<file path="src/rtl/dest_reg_tracker_pkg.sv">
// Shared CPU package: register-address width, x0 constant and the
// per-stage destination-tracking entry {rd, we, ld}.
package dest_reg_tracker_pkg;

   localparam int REG_ADDR_W = 5;

   localparam logic [REG_ADDR_W-1:0] X0_ADDR = '0;

   typedef struct packed {
      logic [REG_ADDR_W-1:0] rd;
      logic                  we;
      logic                  ld;
   } stage_entry_t;

   localparam stage_entry_t BUBBLE = '{rd: '0, we: 1'b0, ld: 1'b0};

endpackage

</file>
<file path="src/rtl/dest_stage_reg.sv">
// One pipeline-stage destination entry. Priority: hold > bubble > load.
module dest_stage_reg
   import dest_reg_tracker_pkg::*;
(
   input  logic         clk,
   input  logic         reset_n,
   input  logic         hold,
   input  logic         bubble,
   input  stage_entry_t d,
   output stage_entry_t q
);

   // Entry register; reset and bubble both leave a harmless {0,0,0}.
   always_ff @(posedge clk or negedge reset_n) begin
      if (!reset_n) begin
         q <= BUBBLE;
      end else if (hold) begin
         q <= q;
      end else if (bubble) begin
         q <= BUBBLE;
      end else begin
         q <= d;
      end
   end

endmodule

</file>
<file path="src/rtl/dest_reg_tracker.sv">
// Destination-register tracker for the EX/MEM/WB stages with load-use
// stall detection. Optional feature macro: LOAD_USE_STALL_EN (stall
// detection and stall counter); when undefined the stall output and the
// counter are tied to zero and software fills load delay slots.
module dest_reg_tracker #(
   parameter int REG_ADDR_W = dest_reg_tracker_pkg::REG_ADDR_W,
   parameter int CNT_W      = 16
) (
   input  logic                  clk,
   input  logic                  reset_n,
   input  logic                  id_valid,
   input  logic [REG_ADDR_W-1:0] id_addr1,
   input  logic [REG_ADDR_W-1:0] id_addr2,
   input  logic [REG_ADDR_W-1:0] id_rd,
   input  logic                  id_write_en,
   input  logic                  id_is_load,
   input  logic                  mem_busy,
   input  logic                  flush,
   output logic [REG_ADDR_W-1:0] ex_addr,
   output logic [REG_ADDR_W-1:0] mem_addr,
   output logic [REG_ADDR_W-1:0] wb_addr,
   output logic                  ex_write_en,
   output logic                  mem_write_en,
   output logic                  wb_write_en,
   output logic                  load_use_stall,
   output logic [CNT_W-1:0]      stall_count
);

   import dest_reg_tracker_pkg::*;

   stage_entry_t id_entry;
   stage_entry_t ex_q;
   stage_entry_t mem_q;
   stage_entry_t wb_q;

   // Decode-stage entry; non-writing or x0-writing instructions become bubbles.
   always_comb begin
      id_entry    = BUBBLE;
      id_entry.we = id_valid & id_write_en & (id_rd != X0_ADDR);
      id_entry.ld = id_valid & id_is_load & id_entry.we;
      if (id_entry.we) begin
         id_entry.rd = id_rd;
      end
   end

   dest_stage_reg u_ex (
      .clk     (clk),
      .reset_n (reset_n),
      .hold    (mem_busy),
      .bubble  (flush | load_use_stall),
      .d       (id_entry),
      .q       (ex_q)
   );

   dest_stage_reg u_mem (
      .clk     (clk),
      .reset_n (reset_n),
      .hold    (mem_busy),
      .bubble  (1'b0),
      .d       (ex_q),
      .q       (mem_q)
   );

   dest_stage_reg u_wb (
      .clk     (clk),
      .reset_n (reset_n),
      .hold    (mem_busy),
      .bubble  (1'b0),
      .d       (mem_q),
      .q       (wb_q)
   );

   assign ex_addr      = ex_q.rd;
   assign mem_addr     = mem_q.rd;
   assign wb_addr      = wb_q.rd;
   assign ex_write_en  = ex_q.we;
   assign mem_write_en = mem_q.we;
   assign wb_write_en  = wb_q.we;

`ifdef LOAD_USE_STALL_EN
   // A load in EX feeding either decode source needs one bubble; a flush
   // kills the decode instruction so no stall is needed.
   assign load_use_stall = ex_q.ld & ex_q.we & id_valid &
                           ((id_addr1 == ex_q.rd) | (id_addr2 == ex_q.rd)) & ~flush;

   // Saturating stall-cycle counter; frozen while memory is busy.
   always_ff @(posedge clk or negedge reset_n) begin
      if (!reset_n) begin
         stall_count <= '0;
      end else if (load_use_stall && !mem_busy && (stall_count != '1)) begin
         stall_count <= stall_count + 1'b1;
      end
   end

   logic unused_ld;
   assign unused_ld = mem_q.ld ^ wb_q.ld;
`else
   assign load_use_stall = 1'b0;
   assign stall_count    = '0;

   logic unused_ld;
   assign unused_ld = ^{ex_q.ld, mem_q.ld, wb_q.ld, id_addr1, id_addr2};
`endif

endmodule

</file>
<file path="config.mk">
export PLATFORM = sky130hd
export DESIGN_NAME = dest_reg_tracker
export DESIGN_NICKNAME = d
export VERILOG_FILES = /design/src/rtl/dest_reg_tracker_pkg.sv /design/src/rtl/dest_stage_reg.sv /design/src/rtl/dest_reg_tracker.sv
export SDC_FILE = /design/constraint.sdc
export NUM_CORES = 1
export LEC_CHECK = 0
export ABC_CLOCK_PERIOD_IN_PS = 820
export CAP_MARGIN = 5
export CELL_PAD_IN_SITES_DETAIL_PLACEMENT = 0
export CELL_PAD_IN_SITES_GLOBAL_PLACEMENT = 2
export CORE_MARGIN = 10
export CORE_UTILIZATION = 18
export DETAILED_ROUTE_END_ITERATION = 12
export MAX_ROUTING_LAYER = met4
export PLACE_DENSITY_LB_ADDON = 0.08
export SETUP_SLACK_MARGIN = 0.05
export SLEW_MARGIN = 20
export SYNTH_ARGS = -nofsm -noshare
export SYNTH_HDL_FRONTEND = slang
export SYNTH_SLANG_ARGS = --single-unit
</file>
<file path="constraint.sdc">
create_clock -name clk -period 0.82 [get_ports clk]
set_input_delay 0.164 -clock clk [delete_from_list [all_inputs] [get_ports clk]]
set_output_delay 0.164 -clock clk [all_outputs]
set_load 0.01 [all_outputs]
</file>
# --- Yosys cells after proc, flatten, opt, wreduce, memory -nomap -nowiden ---
# Index checks and enable logic that the tools add are counted.
classes:
  muxes: 2
  bitwise_logic: 4
  n_reduce_logical: 1
op_table:
  columns: ["op", "count"]
  rows:
  - ["$mux 7", 1]
  - ["$mux 5", 1]
  - ["$reduce_bool 5->1", 1]
  - ["$and 1x1->1", 4]
word_totals:
  reg_bits: 18
  input_bits: 22
  output_inout_bits: 35
  elab_cells: 13

# --- Depth between registers and ports, before layout ---
depth:
  ltp_word: 4
  mapped_depth: 4
  depth_no_buf: 2

# --- By module ---
# From an unflattened synthesis, not the netlist that was laid out.
hier_totals:
  cells_unflattened: 113
  hier_area_um2: 1109.8
by_module_without_submodules:
  columns: ["module", "instances", "cells_per_inst", "area_each_um2", "seq_area_each_um2"]
  rows:
  - ["dest_stage_reg", 3, 28, 301.5, 175.2]
  - ["dest_reg_tracker", 1, 29, 205.2, 0.0]

# --- Worst setup path after synthesis ---
# Ideal clock, no wire load.
synth_path:
  path_kind: "reg-to-reg"
  from: "register u_ex.q[1] (netlist name)"
  to: "register u_ex.q[1] (netlist bit)"
  setup_time_ns: 0.129
  arrival_time_ns: 0.717
  t_required_ns: 0.691
  slack_ns: -0.026
  path_stages_with_launch: 3
  n_path_buf: 0
  synth_period_minus_slack_ns: 0.846
  cell_sequence: "dfrtp_1 and2_2 a2bb2oi_1"
synth_rtl:
  columns: ["element", "line_no", "source"]
  rows:
  - ["end signal, assigned", "dest_stage_reg.sv:18", "q <= q;"]
  - ["end, declared", "dest_stage_reg.sv:10", "output stage_entry_t q"]

# --- Worst setup path in the final report ---
layout_path:
  from: "register u_ex.q[2] (netlist bit)"
  to: "output port ex_addr[0]"
layout_rtl:
  columns: ["element", "line_no", "source"]
  rows:
  - ["end, declared", "dest_reg_tracker.sv:19", "output logic [REG_ADDR_W-1:0] ex_addr,"]
# No word-level cell between the ends.

==> impl_metrics.py <==
metrics = {
    "pwr": {
        "p_seq_frac": 0.494,
        "pwr-share-clk": 0.305,
        "p_int_mw": 1.49,
        "leakage_nw": 0.698,
        "pwr-share-comb": 0.201,
        "ir_drop_mv": 0.415,
        "power.density_nw_per_um2": 1470,
        "p_sw_mw": 0.463,
        "swShare": 0.238,
    },
    "final_layout": {
        "antenna_cells": 0,
        "syn_to_final_growth_pct": 54.7,
        "nNetsFinal": 127,
        "final_cell_mix": "19 x buf_6, 18 x dfrtp_1, 17 x conb_1, 10 x buf_2, 7 x mux2_2",
        "fin_util": 0.285,
        "drive_gt1_frac": 0.553,
        "layout_commonest_cell": "buf_6",
        "design_area_um2": 1330,
    },
    "placed_design": {
        "place.gp.congestion": 0.642,
        "placement.io_buffers": 28,
        "dpl.hpwl_um": 1660,
        "placed_area_um2": 1240,
        "dp_slack_ps": -523,
    },
    "global_routing": {
        "grt.total_usage": 0.0609,
        "grt_overflow": 0,
        "grt_pass1_wl_um": 3580,
        "grt_pass1_vias": 661,
        "grt_max_degree": 19,
        "antenna_found_initial": 0,
    },
    "timing": {
        "fmax_ghz": 1.05,
        "timing.final.hold_violations": 0,
        "finalCritPeriodShare": 1.16,
        "rsz0062_at_grt": "true",
        "setup_viol": 35,
        "finalClockSkew_ps": 1.49,
        "slew_violations": 0,
        "min_period_ps": 949,
        "setup_ws_ps": -129,
    },
    "floorplanning": {
        "core_area_um2": 4660,
        "die_w_um": 89.1,
        "start_util": 0.184,
        "die_y_um": 89.1,
        "pin_count": 57,
        "dieArea_um2": 7930,
        "fp-row-count": 25,
    },
    "drt": {
        "drt_first_pass_iters": 2,
        "routed_wl_um": 2170,
        "top_layer": "met4",
        "ant_nets": 0,
        "dr_wl_met2_um": 1070,
        "drtIter0Drc": 22,
        "met3_length_um": 92,
        "wl_per_cell_um": 13.8,
        "num_vias": 566,
        "drc": 0,
        "m1WireLength_um": 958,
        "viasPerCell": 3.61,
    },
    "run": {
        "cap_violations": 0,
    },
    "clock_tree": {
        "cts_buffers": 3,
        "cts_max_level": 1,
        "clock_path_buffers": 2,
        "clk_latency_ps": 250,
        "clockRootBuffer": "clkbuf_8",
        "numClockSinks": 18,
        "clk_pin_slew_ps": 60,
        "cts_tree": "done",
    },
    "setup_path": {
        "startpoint_type": "flop",
        "cp.arrival_ps": 780,
        "regToRegStartpoint": "u_ex.q[1]",
        "crit_path_end_kind": "output port",
        "crit_end": "ex_addr[0]",
        "worstSetupPathType": "reg -> out",
        "crit_start": "u_ex.q[2]",
        "ff2ff_setup_slack_ps": -100,
        "path_buf_inv": 1,
        "crit_chain": "buf_6",
        "r2r-end": "u_ex.q[1]",
        "required_ps": 660,
        "r2r_cells": 3,
        "crit_family": "flip-flops",
        "path_max_fanout": 2,
        "path_depth": 1,
        "slowest_stage": "dfrtp_1",
        "cpPeakStageDelay_ps": 410,
    },
    "synthesis": {
        "synth_area_leader_cell": "dfrtp_1",
        "synth_top_area_frac": 0.525,
        "ys_seq_elements": 18,
        "ys_types": 13,
        "yosys_warnings": 0,
        "synth_area_um2": 858,
        "syn_area_per_cell_um2": 14.3,
        "synth-seq-area-share": 0.525,
        "synthCells": 60,
        "synth.area.top_cells": "dfrtp_1 52%, buf_4 15%, mux2_2 10%, mux2_4 7.0%, a22o_2 5.8%",
    },
    "outcome": {
        "violations": "setup timing",
        "status": "finished, violations left",
    },
    "min_path": {
        "min_path_type": "in -> async",
    },
}
==> per-layer routing <==
metal	GRT usage	vias to the layer above
li1	-	263
met1	0.0739	274
met2	0.0904	25
met3	0.00912	4
met4	0.0434	0
met5	-	-
==> Yosys cell counts <==
cell type and count:
buf_4 17, and2_2 1, dfrtp_1 18, buf_12 1, and4bb_4 1, a22o_2 5
a211oi_1 1, a2bb2oi_1 1, nor3_1 1, mux2_2 8, conb_1 1, mux2_4 4
buf_6 1
==> final cells by class <==
| type | instances | area (um2) |
|---|---|---|
| multi-input combinational | 39 | 327 |
| fill | 484 | 3330 |
| clock buffer | 3 | 41.3 |
| tap | 54 | 67.6 |
| timing repair buffer | 43 | 442 |
| sequential | 18 | 450 |
==> how the worst min path moves through the flow <==
| stage | from | slack (ps) | end | depth (start not counted) |
|---|---|---|---|---|
| after CTS | reset_n | 260 | u_ex.q[1] | 2 |
| final | reset_n | 260 | u_wb.q[6] | 2 |
| after floorplan | reset_n | -130 | u_ex.q[1] | 0 |
| after global routing | reset_n | 270 | u_wb.q[3] | 2 |
| after detailed placement | u_wb.q[2] | 500 | u_wb.q[2] | 1 |
| after global placement | u_wb.q[2] | 500 | u_wb.q[2] | 1 |
==> power by group through the flow <==
stage               Clock [mW]  Sequential, mW  Combinational, mW
CTS                      0.641           0.959              0.371
floorplan                    0           0.998              0.194
detailed placement           0           0.974              0.380
global route             0.677           0.970              0.427
global placement             0           0.974              0.379
finish                   0.594           0.963              0.392
==> metrics by stage <==
stage / std cells / power [mW] / hold slack, ps / TNS (ps)
after floorplan: 76 / 1.19 / -132 / 0
after global placement: 152 / 1.35 / 496 / -12660
after detailed placement: 152 / 1.35 / 496 / -12750
after CTS: 157 / 1.97 / 263 / -3240
after global routing: 157 / 2.07 / 268 / -4090
final: 157 / 1.95 / 260 / -2890
==> registers in the layout, summed over array words and instances (netlist names) <==
register / flops
u_mem.q: 6
u_ex.q: 6
u_wb.q: 6
==> kinds of logic after synthesis <==
family                 after synthesis  synth area share
AO/OA/AOI/OAI                        7            0.0773
multiplexers                        12             0.175
other                                1           0.00437
AND/OR/NAND/NOR                      3            0.0335
buffers and inverters               19             0.185
flip-flops                          18             0.525
==> timing repair <==
item	CTS	global route
hold buffers	0	0
cloned	1	0
pin swaps	2	0
gates resized for setup	88	11
setup buffers	1	0
endpoints found under the setup margin	36	36
No activity file was read; power rests on OpenSTA's default activity.
